==> src/rtl/sccb_init_sequencer_if.sv <==
// Bundle of the table-lookup, SCCB pin and status signals around the init sequencer.
// The master modport is the sequencer side; the slave modport is the table/pad/host side.
interface sccb_init_sequencer_if #(
  parameter int IDX_W = 8
);
  logic             start;
  logic [IDX_W-1:0] table_index;
  logic [15:0]      table_data;
  logic [IDX_W-1:0] table_size;
  logic             sccb_scl;
  logic             sccb_sda_oe;
  logic             sccb_sda_in;
  logic             busy;
  logic             done;
  logic             error;

  modport master (
    input  start, table_data, table_size, sccb_sda_in,
    output table_index, sccb_scl, sccb_sda_oe, busy, done, error
  );

  modport slave (
    output start, table_data, table_size, sccb_sda_in,
    input  table_index, sccb_scl, sccb_sda_oe, busy, done, error
  );
endinterface

==> src/rtl/sccb_init_sequencer.sv <==
// Camera init engine: walks a {reg_addr, reg_data} table and issues one 3-byte SCCB write
// per entry, with power-up wait, delay-tag entries, post-soft-reset delay and optional ACK retry.
module sccb_init_sequencer #(
  parameter int          CLK_HZ       = 25_000_000,
  parameter int          SCCB_HZ      = 100_000,
  parameter logic [7:0]  DEV_ADDR     = 8'h60,
  parameter int          IDX_W        = 8,
  parameter int          PWR_WAIT     = 250_000,
  parameter logic [15:0] DELAY_TAG    = 16'hFFF0,
  parameter int          DELAY_CYC    = 25_000,
  parameter logic [7:0]  SOFT_RST_REG = 8'h12,
  parameter int          ACK_CHECK    = 0,
  parameter int          RETRIES      = 3
) (
  input logic                   clk,
  input logic                   rst_n,
  sccb_init_sequencer_if.master bus
);

  localparam int          Q_CYC    = CLK_HZ / (4 * SCCB_HZ);
  localparam logic [15:0] Q_LAST   = 16'(Q_CYC - 1);
  localparam logic [31:0] PWR_LAST = 32'(PWR_WAIT - 1);
  localparam logic [31:0] DLY_LAST = 32'(DELAY_CYC - 1);
  localparam logic [7:0]  RETRY_MAX = 8'(RETRIES);

  localparam logic [3:0] S_IDLE  = 4'd0;
  localparam logic [3:0] S_PWR   = 4'd1;
  localparam logic [3:0] S_FETCH = 4'd2;
  localparam logic [3:0] S_START = 4'd3;
  localparam logic [3:0] S_TX    = 4'd4;
  localparam logic [3:0] S_STOP  = 4'd5;
  localparam logic [3:0] S_GAP   = 4'd6;
  localparam logic [3:0] S_DLY   = 4'd7;
  localparam logic [3:0] S_DONE  = 4'd8;
  localparam logic [3:0] S_ERR   = 4'd9;

  logic [3:0]       r_state;
  logic [15:0]      r_qcnt;
  logic [1:0]       r_q;
  logic [3:0]       r_bit;
  logic [1:0]       r_byte;
  logic [31:0]      r_cnt;
  logic [7:0]       r_retry;
  logic             r_nack;
  logic [15:0]      r_entry;
  logic [IDX_W-1:0] r_index;
  logic             r_scl;
  logic             r_sda_oe;
  logic             r_busy;
  logic             r_done;
  logic             r_error;

  logic             w_div_run;
  logic             w_tick;
  logic             w_qend;
  logic             w_bus_phase;
  logic [7:0]       w_byte;
  logic             w_bit;
  logic [IDX_W-1:0] w_next_idx;
  logic             w_last;
  logic             w_soft;
  logic             w_scl;
  logic             w_sda_oe;

  assign w_div_run   = (r_state != S_IDLE) && (r_state != S_DONE) && (r_state != S_ERR);
  assign w_tick      = w_div_run && (r_qcnt == Q_LAST);
  assign w_qend      = w_tick && (r_q == 2'd3);
  assign w_bus_phase = (r_state == S_START) || (r_state == S_TX) ||
                       (r_state == S_STOP)  || (r_state == S_GAP);
  assign w_byte      = (r_byte == 2'd0) ? DEV_ADDR :
                       (r_byte == 2'd1) ? r_entry[15:8] : r_entry[7:0];
  assign w_bit       = w_byte[3'd7 - r_bit[2:0]];
  assign w_next_idx  = r_index + 1'b1;
  assign w_last      = (w_next_idx == bus.table_size);
  assign w_soft      = (r_entry[15:8] == SOFT_RST_REG) && r_entry[7];

  // Pin levels for the current quarter; registered below so the pads never see decode glitches.
  always_comb begin
    w_scl    = 1'b1;
    w_sda_oe = 1'b0;
    case (r_state)
      S_START: begin
        w_scl    = (r_q != 2'd3);
        w_sda_oe = (r_q != 2'd0);
      end
      S_TX: begin
        w_scl    = r_q[1];
        w_sda_oe = (r_bit == 4'd8) ? 1'b0 : ~w_bit;
      end
      S_STOP: begin
        w_scl    = (r_q != 2'd0);
        w_sda_oe = (r_q != 2'd3);
      end
      default: begin
        w_scl    = 1'b1;
        w_sda_oe = 1'b0;
      end
    endcase
  end

  always_ff @(posedge clk or negedge rst_n) begin
    if (!rst_n) begin
      r_state  <= S_IDLE;
      r_qcnt   <= '0;
      r_q      <= '0;
      r_bit    <= '0;
      r_byte   <= '0;
      r_cnt    <= '0;
      r_retry  <= '0;
      r_nack   <= 1'b0;
      r_entry  <= '0;
      r_index  <= '0;
      r_scl    <= 1'b1;
      r_sda_oe <= 1'b0;
      r_busy   <= 1'b0;
      r_done   <= 1'b0;
      r_error  <= 1'b0;
    end else begin
      r_scl    <= w_scl;
      r_sda_oe <= w_sda_oe;

      // FETCH realigns the divider so every START/TX/STOP/GAP quarter is exactly Q_CYC long.
      if (!w_div_run || (r_state == S_FETCH) || w_tick)
        r_qcnt <= '0;
      else
        r_qcnt <= r_qcnt + 16'd1;

      if (w_tick && w_bus_phase)
        r_q <= r_q + 2'd1;

      case (r_state)
        S_IDLE, S_DONE, S_ERR: begin
          if (bus.start) begin
            r_index <= '0;
            r_retry <= '0;
            r_cnt   <= '0;
            r_error <= 1'b0;
            if (bus.table_size == '0) begin
              r_state <= S_DONE;
              r_busy  <= 1'b0;
              r_done  <= 1'b1;
            end else begin
              r_state <= S_PWR;
              r_busy  <= 1'b1;
              r_done  <= 1'b0;
            end
          end
        end

        S_PWR: begin
          if (r_cnt == PWR_LAST)
            r_state <= S_FETCH;
          else
            r_cnt <= r_cnt + 32'd1;
        end

        S_FETCH: begin
          r_entry <= bus.table_data;
          r_q     <= '0;
          r_cnt   <= '0;
          r_state <= (bus.table_data == DELAY_TAG) ? S_DLY : S_START;
        end

        S_START: begin
          if (w_qend) begin
            r_state <= S_TX;
            r_bit   <= '0;
            r_byte  <= '0;
            r_nack  <= 1'b0;
          end
        end

        S_TX: begin
          if (w_tick && (r_q == 2'd2) && (r_bit == 4'd8) && (ACK_CHECK != 0) && bus.sccb_sda_in)
            r_nack <= 1'b1;
          if (w_qend) begin
            if (r_bit == 4'd8) begin
              r_bit <= '0;
              if (r_nack || (r_byte == 2'd2))
                r_state <= S_STOP;
              else
                r_byte <= r_byte + 2'd1;
            end else begin
              r_bit <= r_bit + 4'd1;
            end
          end
        end

        S_STOP: begin
          if (w_qend)
            r_state <= S_GAP;
        end

        S_GAP: begin
          if (w_qend) begin
            if (r_nack) begin
              if (r_retry >= RETRY_MAX) begin
                r_state <= S_ERR;
                r_busy  <= 1'b0;
                r_error <= 1'b1;
              end else begin
                r_retry <= r_retry + 8'd1;
                r_state <= S_FETCH;
              end
            end else if (w_soft) begin
              r_cnt   <= '0;
              r_state <= S_DLY;
            end else begin
              r_index <= w_next_idx;
              r_retry <= '0;
              if (w_last) begin
                r_state <= S_DONE;
                r_busy  <= 1'b0;
                r_done  <= 1'b1;
              end else begin
                r_state <= S_FETCH;
              end
            end
          end
        end

        S_DLY: begin
          if (r_cnt == DLY_LAST) begin
            r_index <= w_next_idx;
            r_retry <= '0;
            if (w_last) begin
              r_state <= S_DONE;
              r_busy  <= 1'b0;
              r_done  <= 1'b1;
            end else begin
              r_state <= S_FETCH;
            end
          end else begin
            r_cnt <= r_cnt + 32'd1;
          end
        end

        default: r_state <= S_IDLE;
      endcase
    end
  end

  assign bus.table_index = r_index;
  assign bus.sccb_scl    = r_scl;
  assign bus.sccb_sda_oe = r_sda_oe;
  assign bus.busy        = r_busy;
  assign bus.done        = r_done;
  assign bus.error       = r_error;

endmodule

==> src/flat_wrapper.sv <==
// flat-port wrapper written by rule: the top's interface ports become plain ports
module sccb_init_sequencer_flat 
#(
  parameter int          CLK_HZ       = 25_000_000,
  parameter int          SCCB_HZ      = 100_000,
  parameter logic [7:0]  DEV_ADDR     = 8'h60,
  parameter int          IDX_W        = 8,
  parameter int          PWR_WAIT     = 250_000,
  parameter logic [15:0] DELAY_TAG    = 16'hFFF0,
  parameter int          DELAY_CYC    = 25_000,
  parameter logic [7:0]  SOFT_RST_REG = 8'h12,
  parameter int          ACK_CHECK    = 0,
  parameter int          RETRIES      = 3
)
  (clk, rst_n, bus_start, bus_table_data, bus_table_size, bus_sccb_sda_in, bus_table_index, bus_sccb_scl, bus_sccb_sda_oe, bus_busy, bus_done, bus_error);
  sccb_init_sequencer_if #(.IDX_W(IDX_W)) bus_i ();
  input logic clk;
  input logic rst_n;
  input wire logic [$bits(bus_i.start)-1:0] bus_start;
  input wire logic [$bits(bus_i.table_data)-1:0] bus_table_data;
  input wire logic [$bits(bus_i.table_size)-1:0] bus_table_size;
  input wire logic [$bits(bus_i.sccb_sda_in)-1:0] bus_sccb_sda_in;
  output wire logic [$bits(bus_i.table_index)-1:0] bus_table_index;
  output wire logic [$bits(bus_i.sccb_scl)-1:0] bus_sccb_scl;
  output wire logic [$bits(bus_i.sccb_sda_oe)-1:0] bus_sccb_sda_oe;
  output wire logic [$bits(bus_i.busy)-1:0] bus_busy;
  output wire logic [$bits(bus_i.done)-1:0] bus_done;
  output wire logic [$bits(bus_i.error)-1:0] bus_error;
  assign bus_i.start = bus_start;
  assign bus_i.table_data = bus_table_data;
  assign bus_i.table_size = bus_table_size;
  assign bus_i.sccb_sda_in = bus_sccb_sda_in;
  assign bus_table_index = bus_i.table_index;
  assign bus_sccb_scl = bus_i.sccb_scl;
  assign bus_sccb_sda_oe = bus_i.sccb_sda_oe;
  assign bus_busy = bus_i.busy;
  assign bus_done = bus_i.done;
  assign bus_error = bus_i.error;
  sccb_init_sequencer #(.CLK_HZ(CLK_HZ), .SCCB_HZ(SCCB_HZ), .DEV_ADDR(DEV_ADDR), .IDX_W(IDX_W), .PWR_WAIT(PWR_WAIT), .DELAY_TAG(DELAY_TAG), .DELAY_CYC(DELAY_CYC), .SOFT_RST_REG(SOFT_RST_REG), .ACK_CHECK(ACK_CHECK), .RETRIES(RETRIES)) u_core (.clk(clk), .rst_n(rst_n), .bus(bus_i));
endmodule
==> config.mk <==
export PLATFORM = sky130hd
export DESIGN_NAME = sccb_init_sequencer_flat
export DESIGN_NICKNAME = d
export VERILOG_FILES = /design/src/rtl/sccb_init_sequencer_if.sv /design/src/rtl/sccb_init_sequencer.sv /design/src/flat_wrapper.sv
export SDC_FILE = /design/constraint.sdc
export NUM_CORES = 1
export LEC_CHECK = 0
export ABC_AREA = 1
export BUFFER_PORTS_ARGS = -buffer_cell sky130_fd_sc_hd__clkbuf_2
export CAP_MARGIN = 15
export CORE_ASPECT_RATIO = 2
export CORE_MARGIN = 2
export CORE_UTILIZATION = 50
export CTS_BUF_LIST = sky130_fd_sc_hd__clkbuf_8 sky130_fd_sc_hd__clkbuf_16
export CTS_CLUSTER_DIAMETER = 200
export DETAILED_ROUTE_END_ITERATION = 10
export HOLD_SLACK_MARGIN = 0.05
export MAX_ROUTING_LAYER = met4
export PLACE_DENSITY_LB_ADDON = 0.25
export SETUP_SLACK_MARGIN = 0.15
export SLEW_MARGIN = 20
export SYNTH_ARGS = -nofsm -noshare
export SYNTH_HDL_FRONTEND = slang
export SYNTH_SLANG_ARGS = --single-unit
==> constraint.sdc <==
create_clock -name clk -period 1.98 [get_ports clk]
set_input_delay 0.594 -clock clk [delete_from_list [all_inputs] [get_ports clk]]
set_output_delay 0.594 -clock clk [all_outputs]
set_load 0.02 [all_outputs]
==> impl_metrics.py, run 1 <==
metrics = {
    "worst_setup_path": {
        "cp_max_fo": 8,
        "path_class": "flop to flop",
        "crit_top_cell": "nand2_1",
        "reg2reg_slack_ns": 0.09,
        "cp-end-kind": "flop",
        "worstPathRequired_ns": 2.22,
        "crit_path_cell_trace": "nand2_1, nor2_2, nand3_2, nor2_4, nand3_4, a21oi_4, nand2_4, clkbuf_16, nand2_2, nand2_1",
        "max_stage_delay_ns": 0.39,
        "critical_path.slowest_cell": "dfrtp_1",
        "path_buf_inv": 1,
        "startpoint_type": "flop",
        "cpLargestDelayFamily": "simple AND/OR/NAND/NOR gates",
        "worstPathArrival_ns": 2.12,
    },
    "sta": {
        "fin_crit_sh_pct": 95.2,
        "finalClockSkew_ns": 0.00904,
        "setup_tns_ns": 0,
        "finalMaxSlewViolations": 0,
        "period_minus_slack_ns": 1.89,
        "setup_violations": 0,
        "rsz0062_at_grt": "true",
        "fmax_mhz": 530,
        "hold_viol": 0,
    },
    "grt": {
        "top_usage_layer": "met2",
        "grt_use_met3_pct": 2.92,
        "grt.met2_usage_pct": 41.3,
        "grt_pass1_wl_microns": 24200,
        "grt_pass1_vias": 5284,
        "grt_overflow": 0,
        "antenna_found_initial": 0,
        "track_usage_pct": 25.4,
        "grt_max_degree": 33,
        "met1_usage_pct": 33.0,
    },
    "synth": {
        "async_flop_share_pct": 100,
        "avgSynthCellArea_sq_um": 6.71,
        "netlist_instances": 842,
        "netlist_area_sq_mm": 0.00565,
        "synthDistinctLibCells": 40,
        "yosysTopAreaCell": "dfrtp_1",
        "yosys-top-cells-count": "nand2_1, nor2_1, inv_1",
        "ys_warn_count": 0,
        "synth_edf_count": 0,
        "synthTopCellsByArea": "dfrtp_1, nand2_1, nor2_1",
        "ys_ff_latch": 88,
        "synth_ff_type": "dfrtp_1",
        "yosys.cell_count.top_type": "nand2_1",
        "ys_seq_area_share_pct": 39.0,
        "syn_nets": 881,
        "synth_top_area_share_pct": 38.5,
    },
    "placed_design": {
        "placed_cell_area_sq_mm": 0.00630,
        "dp.cells": 1047,
        "dp_hpwl_microns": 11000,
        "place.gp.congestion": 0.951,
        "io_buffers": 38,
    },
    "die": {
        "rows": 55,
        "fp.dieH_microns": 154,
        "die_x_microns": 79.2,
        "io_pins": 41,
        "start_util_pct": 50.7,
        "core-area_sq_mm": 0.0111,
        "die_area_sq_mm": 0.0122,
    },
    "clock_tree": {
        "clockBufferDepth": 2,
        "tritoncts": "yes",
        "htree_levels": 3,
        "cts-root-buf": "clkbuf_16",
        "cts_sinks": 88,
        "cts_buffers": 9,
        "clock_latency_ns": 0.35,
        "path_clk_slew_ns": 0.07,
    },
    "pwr": {
        "vdd_drop_max_v": 0.000539,
        "power_density_mw_per_mm2": 520,
        "leakagePower_nw": 3.35,
    },
    "drt": {
        "wirelength_microns": 15500,
        "vias": 5812,
        "firstDrtPassIters": 5,
        "antenna_left": 0,
        "vias_per_cell": 5.40,
        "drtIter0Drc": 401,
        "route.detailed.drc": 0,
        "wire_per_inst_microns": 14.4,
    },
    "cells_and_area": {
        "multiInputGateArea_sq_mm": 0.00337,
        "fillerInstances": 1048,
        "areaGrowthSynthToFinish_pct": 25.7,
        "diodes": 0,
        "finalNetCount": 969,
        "fin_area_sq_mm": 0.00710,
        "layout-drive-gt1-share_pct": 22.1,
        "seqCellArea_sq_mm": 0.00220,
        "instances_no_fill": 1077,
        "fin_util_pct": 63.7,
    },
    "flow_run": {
        "cap_violations": 0,
    },
    "status": {
        "status": "finished, final reports clean",
    },
    "hold_path": {
        "hold_path.class": "primary input to asynchronous set/reset pin",
    },
}
-- power breakdown --
part | internal [W] | leakage, nW | switching [W]
Sequential | 0.00180 | 0.999 | 0
Clock | 0.00101 | 0.149 | 0.000792
Combinational | 0.0000359 | 2.20 | 0.0000646
-- cell type report --
| cell class | instances | share of cell area, % |
|---|---|---|
| Clock buffer | 9 | 3.17 |
| Sequential cell | 88 | 31.0 |
| Tap cell | 142 | 2.50 |
| Clock inverter | 7 | 1.18 |
| Inverter | 93 | 4.92 |
| Multi-Input combinational cell | 647 | 47.4 |
| Timing Repair Buffer | 91 | 9.78 |
-- metrics by stage --
| step | power [W] | hold WS (ns) | worst slack, ns |
|---|---|---|---|
| after global routing | 0.00382 | 0.160 | 0.00127 |
| after CTS | 0.00373 | 0.143 | 0.134 |
| after global placement | 0.00193 | 0.469 | 0.0609 |
| after detailed placement | 0.00193 | 0.482 | 0.0347 |
| after floorplan | 0.00185 | 0.298 | 0.169 |
| final | 0.00370 | 0.142 | 0.0949 |
-- worst register-to-register path, stage by stage, from the launching register on --
cell       delay (ns)
dfrtp_1          0.39
nand2_1          0.09
nor2_2           0.17
nand3_2          0.11
nor2_4           0.15
nand3_4          0.11
a21oi_4          0.29
nand2_4          0.15
clkbuf_16        0.22
nand2_2          0.06
nand2_1          0.05
-- sequential cells by signal (all words and copies together) (netlist names) --
register	flops
u_core.r_state	4
u_core.r_bit	4
u_core.r_byte	2
u_core.r_q	2
u_core.bus.busy	1
u_core.bus.table_index	8
u_core.r_cnt	32
u_core.bus.sccb_sda_oe	1
u_core.r_qcnt	16
u_core.r_entry	16
u_core.bus.done	1
u_core.bus.sccb_scl	1
-- logic make-up after synthesis --
group                    count (synthesis)  share of synthesized area, %
adder cells (fa/ha/maj)                 11                          2.44
AO/OA/AOI/OAI                           71                          7.24
XOR/XNOR                                16                          2.48
buffers and inverters                  108                          7.38
flip-flops                              88                          39.0
AND/OR/NAND/NOR                        546                          41.2
multiplexers                             1                         0.177
other                                    1                        0.0664
-- cell usage in the layout, fill, tap and decap left out, drive strengths merged, types with 7 or more instances in the layout --
| cell | synthesis | final |
|---|---|---|
| nand2 | 270 | 271 |
| nor2 | 123 | 123 |
| inv | 92 | 97 |
| dfrtp | 87 | 87 |
| nand3 | 81 | 81 |
| buf | 7 | 52 |
| clkbuf | 8 | 48 |
| o21ai | 36 | 36 |
| nor3 | 29 | 29 |
| a21oi | 21 | 21 |
| nand4 | 20 | 20 |
| xor2 | 12 | 12 |
| ha | 11 | 11 |
| nand3b | 9 | 9 |
| or2 | 7 | 7 |
-- path summary, 6_finish.rpt --
kind,start,endpoint,cells after the start
worst max-delay path,u_core.r_qcnt[2],u_core.r_cnt[15],10
worst min-delay path,rst_n,u_core.r_cnt[26],1
worst max register to register,u_core.r_qcnt[2],u_core.r_cnt[15],10
worst min register to register,u_core.bus.busy,u_core.bus.busy,2
max in group asynchronous,rst_n,u_core.bus.sccb_scl,2
min in group clk,bus_table_data[6],u_core.r_entry[6],3
-- layer usage --
metal  wire length, microns  vias to the layer above
li1                       -                     2895
met5                      0                        -
met2                   7800                      150
met4                    367                        0
met1                   6700                     2742
met3                    609                       25
-- timing repair --
action / in CTS / in global routing
pin swaps: 0 / 19
setup endpoints to repair: 46 / 55
hold buffers: 0 / 0
cloned: 0 / 4
resized for setup: 12 / 102
buffers inserted: 0 / 10
Note: power is estimated with default switching activity, not from simulation.
==> run 2, diff against run 1 <==
--- a/config.mk
+++ b/config.mk
@@ -16,7 +16,7 @@
 export DETAILED_ROUTE_END_ITERATION = 10
 export HOLD_SLACK_MARGIN = 0.05
 export MAX_ROUTING_LAYER = met4
-export PLACE_DENSITY_LB_ADDON = 0.25
+export PLACE_DENSITY = 0.65
 export SETUP_SLACK_MARGIN = 0.15
 export SLEW_MARGIN = 20
 export SYNTH_ARGS = -nofsm -noshare
==> run 2 against run 1 <==
Sequential power barely moved. Clock-buffer cell count did not move. Combinational power barely moved. Critical path depth did not move. Via count fell by 1.6%. Power fell by 2.1%. Sequential share of layout area rose by 0.39 points. Design area fell by 1.2%. Flip-flop and latch count did not move. Worst setup slack improved by 0.099 ns. Clock power fell by 4%. Die area did not move.
==> impl_metrics.py, run 2 (same netlist as run 1, synthesis figures left out) <==
metrics = {
    "status": {
        "status": "finished, final reports clean",
    },
    "sta": {
        "fmax_mhz": 560,
        "hold_viol": 0,
        "rsz0062_at_grt": "true",
        "fin_crit_sh_pct": 90.2,
        "setup_violations": 0,
        "period_minus_slack_ns": 1.79,
        "finalClockSkew_ns": 0.0103,
        "setup_tns_ns": 0,
        "finalMaxSlewViolations": 0,
        "fin_ws_ns": 0.194,
    },
    "placed_design": {
        "io_buffers": 38,
        "dp_hpwl_microns": 11200,
        "preCtsSetupSlack_ns": 0.0192,
        "place.gp.congestion": 0.952,
    },
    "clock_tree": {
        "path_clk_slew_ns": 0.07,
        "clockBufferDepth": 2,
        "cts_sinks": 88,
        "cts_hold_buf": 0,
        "cts_buffers": 9,
        "tritoncts": "yes",
        "cts-root-buf": "clkbuf_16",
        "htree_levels": 3,
        "clock_latency_ns": 0.35,
    },
    "pwr": {
        "leakagePower_nw": 3.30,
        "power_w": 0.00362,
        "vdd_drop_max_v": 0.000472,
        "power_density_mw_per_mm2": 516,
    },
    "cells_and_area": {
        "multiInputGateArea_sq_mm": 0.00330,
        "reg.largest.list": "u_core.r_cnt (32), u_core.r_entry (16), u_core.r_qcnt (16)",
        "finalNetCount": 971,
        "areaGrowthSynthToFinish_pct": 24.2,
        "final_cell_mix": "nand2_1, nor2_1, inv_1, dfrtp_1, nand3_1",
        "fillerInstances": 1079,
        "final_common_cell": "nand2_1",
        "seqCellArea_sq_mm": 0.00220,
        "layout-drive-gt1-share_pct": 19.2,
        "largest_reg_flops": 32,
        "diodes": 0,
        "regMostFlops": "u_core.r_cnt",
    },
    "grt": {
        "grt_pass1_wl_microns": 25000,
        "track_usage_pct": 26.4,
        "grt_overflow": 0,
        "antenna_found_initial": 0,
        "grt_pass1_vias": 5478,
        "grt_max_degree": 32,
    },
    "drt": {
        "route.detailed.drc": 0,
        "antenna_left": 0,
        "drtIter0Drc": 392,
        "firstDrtPassIters": 5,
        "wirelength_microns": 15300,
        "vias": 5717,
        "vias_per_cell": 5.30,
        "wire_per_inst_microns": 14.2,
    },
    "worst_setup_path": {
        "critical_path.slowest_cell": "dfrtp_1",
        "path_buf_inv": 1,
        "reg2reg_depth": 10,
        "crit_path_cell_trace": "nor2_1, nand4_1, nor2_1, nand3_1, nand2_1, nor2_2, nand2_4, clkbuf_16, nand2_1, nand2_1",
        "cpLargestDelayFamily": "simple AND/OR/NAND/NOR gates",
        "cp-end-kind": "flop",
        "cp_max_fo": 8,
        "path_class": "flop to flop",
        "crit_top_cell": "nand2_1",
        "cp.depth": 10,
        "worstPathRequired_ns": 2.26,
        "crit_start": "u_core.r_cnt[30]",
        "rr_startpoint": "u_core.r_cnt[30]",
        "startpoint_type": "flop",
        "r2r_end": "u_core.r_cnt[7]",
        "reg2reg_slack_ns": 0.19,
        "max_stage_delay_ns": 0.43,
        "worstPathArrival_ns": 2.07,
    },
    "die": {
        "start_util_pct": 50.7,
        "die_area_sq_mm": 0.0122,
        "io_pins": 41,
        "fp.dieH_microns": 154,
        "rows": 55,
        "core-area_sq_mm": 0.0111,
        "die_x_microns": 79.2,
    },
    "hold_path": {
        "hold_path.class": "primary input to asynchronous set/reset pin",
    },
    "flow_run": {
        "cap_violations": 0,
    },
}
## run 2: cell count changes in the layout (fill, tap and decap cells not counted), sizes merged
cell,delta
clkinvlp,-1
clkinv,+3
buf,+2
inv,-2
## run 2: cell type report
class	count	share of cell area (%)
clock buffer	9	3.21
clock inverter	7	0.998
inverter	93	4.97
multi-input combinational	647	47.0
sequential	88	31.4
tap	142	2.53
timing repair buffer	93	9.88
## run 2: worst max-delay path by stage
| stage | endpoint |
|---|---|
| after global placement | u_core.r_cnt[30] |
| final | u_core.r_cnt[7] |
| after CTS | u_core.bus.busy |
| after detailed placement | u_core.r_cnt[30] |
| after global routing | u_core.r_state[2] |
| after floorplan | u_core.r_cnt[24] |
## run 2: where the power goes
part	switching, W	internal [W]	total [W]
Clock	0.000742	0.000980	0.00172
Combinational	0.0000634	0.0000359	0.0000993
Sequential	0	0.00180	0.00180
Total	0.000805	0.00281	0.00362
## run 2: worst register-to-register path: stages, from the launching register on
cell and delay [ns]:
dfrtp_1 0.43, nor2_1 0.21, nand4_1 0.20, nor2_1 0.23, nand3_1 0.10, nand2_1 0.09
nor2_2 0.06, nand2_4 0.12, clkbuf_16 0.18, nand2_1 0.05, nand2_1 0.06
## run 2: per-layer routing
metal / GRT usage (%) / part of all wire (%)
met5: - / 0
met1: 33.2 / 43
met3: 2.51 / 3.8
met2: 43.4 / 50
met4: 10.4 / 2.7
## run 2: repair_timing
item	in CTS	in global routing
buffers inserted	3	5
pin swaps	2	17
gates resized for setup	20	67
setup endpoints to repair	45	54
gates cloned	1	3
## run 2: per-stage QoR
| stage | std cells | utilization, % | hold WS (ns) | cell area, sq um |
|---|---|---|---|---|
| finish | 1079 | 63.0 | 0.109 | 7020 |
| global route | 1079 | 63.0 | 0.124 | 7020 |
| CTS | 1071 | 60.2 | 0.122 | 6720 |
| detailed placement | 1051 | 56.7 | 0.477 | 6320 |
| global placement | 1051 | 56.7 | 0.466 | 6320 |
| floorplan | 842 | - | 0.298 | 5650 |
==> run 3, diff against run 2 <==
--- a/config.mk
+++ b/config.mk
@@ -11,12 +11,12 @@
 export CORE_ASPECT_RATIO = 2
 export CORE_MARGIN = 2
 export CORE_UTILIZATION = 50
-export CTS_BUF_LIST = sky130_fd_sc_hd__clkbuf_8 sky130_fd_sc_hd__clkbuf_16
 export CTS_CLUSTER_DIAMETER = 200
 export DETAILED_ROUTE_END_ITERATION = 10
 export HOLD_SLACK_MARGIN = 0.05
 export MAX_ROUTING_LAYER = met4
 export PLACE_DENSITY = 0.65
+export RECOVER_POWER = 50
 export SETUP_SLACK_MARGIN = 0.15
 export SLEW_MARGIN = 20
 export SYNTH_ARGS = -nofsm -noshare
==> run 3 against run 2 <==
Clock skew is 0.0012 ns higher. Sequential power about the same. Combinational power decreased by 1%. Via count hardly changed. Design area about the same. Critical path type unchanged. Clock power about the same. Largest cell class unchanged. Critical path depth unchanged. Flip-flop and latch count did not move.
==> impl_metrics.py, run 3 (same netlist as run 1, synthesis figures left out) <==
metrics = {
    "worst_setup_path": {
        "reg2reg_slack_ns": 0.20,
        "cp-end-kind": "flop",
        "worstPathArrival_ns": 2.07,
        "startpoint_type": "flop",
        "cp_max_fo": 8,
        "worstPathRequired_ns": 2.26,
        "path_class": "flop to flop",
    },
    "drt": {
        "vias": 5718,
        "drtIter0Drc": 405,
        "route.detailed.drc": 0,
        "firstDrtPassIters": 6,
        "wire_per_inst_microns": 14.2,
        "wirelength_microns": 15300,
        "vias_per_cell": 5.30,
        "antenna_left": 0,
    },
    "die": {
        "fp.dieH_microns": 154,
        "core-area_sq_mm": 0.0111,
        "io_pins": 41,
        "start_util_pct": 50.7,
        "rows": 55,
        "die_x_microns": 79.2,
        "die_area_sq_mm": 0.0122,
    },
    "cells_and_area": {
        "areaGrowthSynthToFinish_pct": 24.1,
        "finalNetCount": 971,
        "final_cell_mix": "nand2_1, nor2_1, inv_1, dfrtp_1, nand3_1",
        "regMostFlops": "u_core.r_cnt",
        "diodes": 0,
        "instances_no_fill": 1079,
        "reg.largest.list": "u_core.r_cnt (32), u_core.r_entry (16), u_core.r_qcnt (16)",
        "final_common_cell": "nand2_1",
        "largest_reg_flops": 32,
        "layout-drive-gt1-share_pct": 18.7,
    },
    "placed_design": {
        "dp_hpwl_microns": 11200,
        "io_buffers": 38,
        "dp.cells": 1051,
        "place.gp.congestion": 0.952,
    },
    "grt": {
        "top_usage_layer": "met2",
        "met1_usage_pct": 33.2,
        "grt_pass1_vias": 5476,
        "track_usage_pct": 26.4,
        "antenna_found_initial": 0,
        "grt_max_degree": 32,
        "grt_use_met3_pct": 2.51,
        "grt_overflow": 0,
        "grt.met2_usage_pct": 43.5,
        "grt_pass1_wl_microns": 25000,
    },
    "clock_tree": {
        "clockBufferDepth": 2,
        "htree_levels": 3,
        "cts_hold_buf": 0,
        "path_clk_slew_ns": 0.07,
        "cts_sinks": 88,
        "clock_latency_ns": 0.35,
        "cts_buffers": 9,
        "cts-root-buf": "clkbuf_16",
        "tritoncts": "yes",
    },
    "sta": {
        "rsz0062_at_grt": "true",
        "slew_headroom_pct": 29.4,
        "fmax_mhz": 561,
        "fin_crit_sh_pct": 90.1,
        "tightestPinTransition_ns": 1.06,
        "finalClockSkew_ns": 0.0115,
        "hold_viol": 0,
        "setup_tns_ns": 0,
        "setup_violations": 0,
        "finalMaxSlewViolations": 0,
        "period_minus_slack_ns": 1.78,
    },
    "pwr": {
        "vdd_drop_max_v": 0.000470,
        "leakagePower_nw": 3.29,
        "power_density_mw_per_mm2": 516,
    },
    "flow_run": {
        "cap_violations": 0,
    },
    "status": {
        "status": "finished, final reports clean",
    },
    "hold_path": {
        "hold_path.class": "primary input to asynchronous set/reset pin",
    },
}
==> run 3: cell count changes in the layout (fill, tap and decap cells not counted) <==
cell      before  now
inv_2          6    2
buf_4         47   45
clkbuf_1       0    2
inv_1         87   89
clkbuf_2      37   38
clkinv_1       1    2
==> run 3: worst paths after layout <==
kind	endpoint	start	depth (start not counted)
min in group clk	u_core.r_entry[15]	bus_table_data[15]	3
max	u_core.r_cnt[7]	u_core.r_cnt[30]	10
min	u_core.r_cnt[28]	rst_n	1
max reg2reg	u_core.r_cnt[7]	u_core.r_cnt[30]	10
max in group asynchronous	u_core.r_cnt[12]	rst_n	2
min reg2reg	u_core.r_entry[2]	u_core.r_entry[2]	2
==> run 3: worst max-delay path, stage by stage, from the launching register on <==
cell and delay, ns:
dfrtp_1 0.43, nor2_1 0.20, nand4_1 0.20, nor2_1 0.23
nand3_1 0.10, nand2_1 0.09, nor2_2 0.06, nand2_4 0.12
clkbuf_16 0.18, nand2_1 0.05, nand2_1 0.06
==> run 3: routing by layer <==
layer | up-vias | wire length, microns
met5 | - | 0
met3 | 27 | 549
li1 | 2916 | -
met2 | 134 | 7730
met1 | 2641 | 6710
met4 | 0 | 367
==> run 3: area by class of cell <==
cell class / count / area (sq um)
clock buffer: 10 / 229
clock inverter: 6 / 66.3
fill: 1079 / 4140
inverter: 93 / 349
multi-input combinational: 647 / 3300
sequential: 88 / 2200
tap: 142 / 178
timing repair buffer: 93 / 687
==> run 3: where the power goes <==
group | switching (W) | total, W | leakage (nW) | internal (W)
clock | 0.000739 | 0.00172 | 0.147 | 0.000985
combinational | 0.0000637 | 0.0000981 | 2.15 | 0.0000344
sequential | 0 | 0.00180 | 0.998 | 0.00180
==> run 3: repair_timing <==
action / 4_1_cts / 5_1_grt
endpoints found under the setup margin: 45 / 54
resized for setup: 20 / 65
pin swaps: 2 / 16
cloned: 1 / 3
buffers inserted: 3 / 5
==> run 3: through the flow <==
| stage | cell area, sq um | setup slack [ns] | util, % | power [W] | hold slack (ns) |
|---|---|---|---|---|---|
| 6_report | 7010 | 0.197 | 62.9 | 0.00362 | 0.411 |
| 5_1_grt | 7010 | 0.0545 | 62.9 | 0.00373 | 0.471 |
| 4_1_cts | 6720 | 0.158 | 60.2 | 0.00365 | 0.122 |
| 3_5_place_dp | 6320 | 0.0192 | 56.7 | 0.00193 | 0.477 |
| 3_3_place_gp | 6320 | 0.0452 | 56.7 | 0.00193 | 0.466 |
| 2_1_floorplan | 5650 | 0.169 | - | 0.00185 | 0.298 |
